## src/rtl/data_sampling_rx_mv_if.sv

```systemverilog
// data_sampling_rx_mv_if: serial line, sampling controls and voted-bit results of the RX sampler
interface data_sampling_rx_mv_if #(parameter int PRESCALE_W = 6);
  logic                  RX_IN;
  logic                  data_samp_en;
  logic [PRESCALE_W-1:0] edge_cnt;
  logic [PRESCALE_W-1:0] prescale;
  logic                  sample_bit_samp;
  logic                  sample_valid;
  logic                  noise_err;
  logic                  cfg_err;
  modport master (output RX_IN, data_samp_en, edge_cnt, prescale,
                  input  sample_bit_samp, sample_valid, noise_err, cfg_err);
  modport slave  (input  RX_IN, data_samp_en, edge_cnt, prescale,
                  output sample_bit_samp, sample_valid, noise_err, cfg_err);
endinterface

```

## src/rtl/data_sampling_rx_mv.sv

```systemverilog
// data_sampling_rx_mv: UART RX bit sampler voting NUM_SAMPLES mid-bit reads into one bit
module data_sampling_rx_mv #(
  parameter int PRESCALE_W  = 6,
  parameter int NUM_SAMPLES = 3,
  parameter int SYNC_STAGES = 2
) (
  input logic CLK_SAM,
  input logic RST_SAM,
  data_sampling_rx_mv_if.slave bus
);
  localparam int H  = (NUM_SAMPLES - 1) / 2;
  localparam int CW = $clog2(NUM_SAMPLES + 1);
  localparam int PW = PRESCALE_W + 1;
  localparam logic [PW-1:0] HW  = PW'(H);
  localparam logic [PW-1:0] TWO = PW'(2);
  localparam logic [CW-1:0] NS  = CW'(NUM_SAMPLES);
  localparam logic [CW-1:0] HC  = CW'(H);
  logic          rx_s, legal, in_win, at_d;
  logic [PW-1:0] p, c, d, e;
  logic [CW-1:0] ones_cnt, samp_cnt;
  if (SYNC_STAGES == 0) begin : g_nosync
    assign rx_s = bus.RX_IN;
  end else begin : g_sync
    logic [SYNC_STAGES-1:0] sync;
    always_ff @(posedge CLK_SAM)
      sync <= !RST_SAM ? '1 : SYNC_STAGES'({sync, bus.RX_IN});
    assign rx_s = sync[SYNC_STAGES-1];
  end
  // Centre, decision edge and window are widened by one bit so C+H and prescale-2 never wrap
  always_comb begin
    p      = {1'b0, bus.prescale};
    e      = {1'b0, bus.edge_cnt};
    c      = p >> 1;
    d      = p - TWO;
    legal  = (p >= TWO) && (c >= HW) && (c + HW < d);
    in_win = legal && (e >= c - HW) && (e <= c + HW);
    at_d   = e == d;
  end
  always_ff @(posedge CLK_SAM) begin
    if (!RST_SAM) begin
      bus.sample_bit_samp <= 1'b1;
      bus.sample_valid    <= 1'b0;
      bus.noise_err       <= 1'b0;
      bus.cfg_err         <= 1'b0;
      ones_cnt            <= '0;
      samp_cnt            <= '0;
    end else begin
      bus.cfg_err <= !legal;
      if (!bus.data_samp_en) begin
        bus.sample_bit_samp <= 1'b1;
        bus.sample_valid    <= 1'b0;
        bus.noise_err       <= 1'b0;
        ones_cnt            <= '0;
        samp_cnt            <= '0;
      end else if (at_d) begin
        bus.sample_bit_samp <= legal ? (ones_cnt > HC) : 1'b1;
        bus.sample_valid    <= 1'b1;
        bus.noise_err       <= !legal || (samp_cnt != NS) || (ones_cnt != '0 && ones_cnt != samp_cnt);
        ones_cnt            <= '0;
        samp_cnt            <= '0;
      end else begin
        bus.sample_valid <= 1'b0;
        if (in_win && samp_cnt != NS) begin
          samp_cnt <= samp_cnt + CW'(1);
          ones_cnt <= ones_cnt + CW'(rx_s);
        end
      end
    end
  end
endmodule

```

## src/flat_wrapper.sv

```systemverilog
// flat-port wrapper written by rule: the top's interface ports become plain ports
module data_sampling_rx_mv_flat 
#(
  parameter int PRESCALE_W  = 6,
  parameter int NUM_SAMPLES = 3,
  parameter int SYNC_STAGES = 2
)
  (CLK_SAM, RST_SAM, bus_RX_IN, bus_data_samp_en, bus_edge_cnt, bus_prescale, bus_sample_bit_samp, bus_sample_valid, bus_noise_err, bus_cfg_err);
  data_sampling_rx_mv_if #(.PRESCALE_W(PRESCALE_W)) bus_i ();
  input logic CLK_SAM;
  input logic RST_SAM;
  input wire logic [$bits(bus_i.RX_IN)-1:0] bus_RX_IN;
  input wire logic [$bits(bus_i.data_samp_en)-1:0] bus_data_samp_en;
  input wire logic [$bits(bus_i.edge_cnt)-1:0] bus_edge_cnt;
  input wire logic [$bits(bus_i.prescale)-1:0] bus_prescale;
  output wire logic [$bits(bus_i.sample_bit_samp)-1:0] bus_sample_bit_samp;
  output wire logic [$bits(bus_i.sample_valid)-1:0] bus_sample_valid;
  output wire logic [$bits(bus_i.noise_err)-1:0] bus_noise_err;
  output wire logic [$bits(bus_i.cfg_err)-1:0] bus_cfg_err;
  assign bus_i.RX_IN = bus_RX_IN;
  assign bus_i.data_samp_en = bus_data_samp_en;
  assign bus_i.edge_cnt = bus_edge_cnt;
  assign bus_i.prescale = bus_prescale;
  assign bus_sample_bit_samp = bus_i.sample_bit_samp;
  assign bus_sample_valid = bus_i.sample_valid;
  assign bus_noise_err = bus_i.noise_err;
  assign bus_cfg_err = bus_i.cfg_err;
  data_sampling_rx_mv #(.PRESCALE_W(PRESCALE_W), .NUM_SAMPLES(NUM_SAMPLES), .SYNC_STAGES(SYNC_STAGES)) u_core (.CLK_SAM(CLK_SAM), .RST_SAM(RST_SAM), .bus(bus_i));
endmodule
```

## config.mk

```make
export PLATFORM = sky130hd
export DESIGN_NAME = data_sampling_rx_mv_flat
export DESIGN_NICKNAME = d
export VERILOG_FILES = /design/src/rtl/data_sampling_rx_mv_if.sv /design/src/rtl/data_sampling_rx_mv.sv /design/src/flat_wrapper.sv
export SDC_FILE = /design/constraint.sdc
export NUM_CORES = 1
export LEC_CHECK = 0
export CAP_MARGIN = 10
export CORE_AREA = 3 3 68 70
export CTS_BUF_LIST = sky130_fd_sc_hd__clkbuf_16
export DETAILED_ROUTE_END_ITERATION = 10
export DIE_AREA = 0 0 71 73
export DONT_BUFFER_PORTS = 1
export GPL_ROUTABILITY_DRIVEN = 0
export PLACE_DENSITY = 0.4
export SLEW_MARGIN = 20
export SYNTH_ARGS = -nofsm -noshare
export SYNTH_HDL_FRONTEND = slang
export SYNTH_SLANG_ARGS = --single-unit
```

## constraint.sdc

```tcl
create_clock -name CLK_SAM -period 3.9 [get_ports CLK_SAM]
set_input_delay 0.78 -clock CLK_SAM [delete_from_list [all_inputs] [get_ports CLK_SAM]]
set_output_delay 0.78 -clock CLK_SAM [all_outputs]
set_load 0.005 [all_outputs]
```

==> qor.txt <==
status -> finished, final reports clean
HP Class -> reg2reg
FP Rows -> 23
Top Ports -> 20
# port buffers -> 0
Crit Path Category -> in2reg
Post CTS Setup Buffer Count -> 0
die area -> 5180 µm²
Worst Skew -> 0.00281 ns
post-synth cell types -> 44
Max Root-Sink Buffers -> 2
vias in the first global route -> 965
fin crit period -> 2.72 ns
slew of the pin with the lowest slew margin -> 0.405 ns
vias per cell -> 4.88
drt first pass iters -> 4
first-pass GRT wire length -> 4440 µm
clock root buffer -> clkbuf_16
Die X -> 71 µm
post-synth top area share -> 17.6%
post-synth top area cell -> ha_1
clk slew on worst S/H paths -> 0.04 ns
Area Overhead vs Synth -> 8.38%
sequential cell area -> 200 µm²
switching share of power -> 25.5%
max-slew violations -> 0
GRT Overall Usage -> 10.5%
syn_nets -> 175
YS warnings -> 0
largest net degree at the start of global routing -> 14
Pleak -> 0.556 nW
Vias -> 932
Seq pwr share -> 27.7%
Core ar. -> 4030 µm²
Mapped Area -> 1210 µm²
DRT iter0 DRCs -> 22
commonest non-fill, non-tap cell in the layout -> ha_1
area occupied by multi-input gates -> 917 µm²
top_reg_cell synth -> dfxtp_1
drt wl/cell -> 13.3 µm
Tcrit/Tclk final -> 69.8%
setup_tns -> 0 ns
Req. time, crit path -> 4.06 ns
CTS Hold Bufs -> 0
H-tree Lvls -> 1
Detail Placement HPWL -> 2150 µm
Final ANT Viol Nets -> 0
Final nets -> 175
total net switching power -> 99.9 µW
number of synthesized register bits -> 10
DP Cell Count -> 187
Worst Setup End Kind -> flip-flop
n_diodes -> 0
Worst EP arrival -> 2.88 ns
initial antenna violation count -> 0
most frequent cells in the layout -> ha_1, inv_1, nand2_1, dfxtp_1
final setup fails -> 0
Final Hold Vio Count -> 0
ys async rst share -> 0%
VDD IR max -> 172 µV
final wirelength -> 2540 µm
Die Y -> 73 µm
CTS tree -> built
relative slew slack -> 72.8%
crit start category -> primary input
GR Overflow Total -> 0
post-cts resize count -> 0
later-pin clock latency in the skew report -> 0.23 ns
Starting Density -> 30.0%
Post-synth EDFFs -> 0
clk sinks -> 10
worst-path fanout max -> 10
Synth Instances -> 142
Finished Layout Cells -> 191
RSZ-0062 raised after global routing -> no
DRC -> 0
synthesized area per cell -> 8.52 µm²
CTS buffer count -> 3
clock share of power -> 45.8%
share of post-route cells with drive strength above 1 -> 12.8%
Pwr Density -> 298 nW/µm²
f_max -> 368 MHz
main area contributors after synthesis -> ha_1, dfxtp_1, xnor2_1
Int Pwr -> 291 µW
Comb pwr share -> 26.5%
max-cap violations -> 0
Total Power -> 391 µW
sequential share of the synthesized area -> 16.5%
Fillers -> 445
## registers in the layout (all words and copies together), names as in the netlist
register	count
u_core.g_sync.sync	2
u_core.ones_cnt	2
u_core.samp_cnt	2
u_core.bus.cfg_err	1
u_core.bus.noise_err	1
u_core.bus.sample_bit_samp	1
u_core.bus.sample_valid	1
## through the flow
| stage | util, % | hold slack [ns] | worst slack [ns] | cell area [µm²] |
|---|---|---|---|---|
| 2_1_floorplan | - | 0.386 | 1.18 | 1210 |
| 3_3_place_gp | 30.6 | 0.402 | 0.881 | 1230 |
| 3_5_place_dp | 30.6 | 0.407 | 0.920 | 1230 |
| 4_1_cts | 32.5 | 0.408 | 1.15 | 1310 |
| 5_1_grt | 32.5 | 0.421 | 0.991 | 1310 |
| 6_report | 32.5 | 0.403 | 1.18 | 1310 |
## logic make-up after synthesis
logic type | Yosys count | share of synthesized area [%]
buffers and inverters | 19 | 7.65
multiplexers | 5 | 4.14
AND/OR/NAND/NOR | 49 | 23.2
AO/OA/AOI/OAI | 26 | 17.5
flip-flops | 10 | 16.5
XOR/XNOR | 15 | 12.6
adder cells (fa/ha/maj) | 18 | 18.4
## synthesized netlist by cell type (all sizes together) (4+ instances only)
cell type  count
xnor2          9
ha            17
nand3          8
nand2         12
a21oi          5
mux2i          5
nand2b         7
inv           14
xor2           5
o21ai          5
buf            5
a211oi         4
nor2           5
dfxtp         10
## routing by layer
layer  global-route usage [%]  share of wire [%]
met1                     14.0                 51
met3                     3.17                3.8
met5                        0                  0
met4                     1.25                  0
met2                     17.1                 45
## area by class of cell
| type | count | share of cell area (%) |
|---|---|---|
| Inverter | 14 | 4.01 |
| Clock inverter | 1 | 0.286 |
| Clock buffer | 3 | 5.73 |
| Multi-Input combinational cell | 113 | 69.9 |
| Tap cell | 50 | 4.77 |
| Sequential cell | 10 | 15.3 |
## worst max-delay path: stages
cell and delay, ns:
inv_1 0.06, ha_1 0.25, xnor2_1 0.36, ha_1 0.32
a21o_1 0.17, o21ai_2 0.12, o22ai_2 0.17, a211oi_2 0.40
mux2i_1 0.24
## power groups by stage
| stage | registers, mW | logic [mW] | clock network [mW] |
|---|---|---|---|
| finish | 0.108 | 0.104 | 0.179 |
| floorplan | 0.110 | 0.0937 | 0 |
| global placement | 0.110 | 0.106 | 0 |
| global route | 0.109 | 0.117 | 0.188 |
| detailed placement | 0.110 | 0.104 | 0 |
| CTS | 0.108 | 0.105 | 0.183 |
## final timing paths
check / slack [ns] / depth (start not counted) / start / to
setup / recovery: 1.18 / 9 / bus_prescale[1] / u_core.samp_cnt[0]$_SDFFE_PP0P_
hold / removal: 0.40 / 1 / u_core.g_sync.sync[0]$_SDFF_PN1_ / u_core.g_sync.sync[1]$_SDFF_PN1_
setup reg to reg: 2.51 / 4 / u_core.samp_cnt[0]$_SDFFE_PP0P_ / u_core.samp_cnt[0]$_SDFFE_PP0P_
hold reg to reg: 0.40 / 1 / u_core.g_sync.sync[0]$_SDFF_PN1_ / u_core.g_sync.sync[1]$_SDFF_PN1_
Power figures use the tool's default switching activity.
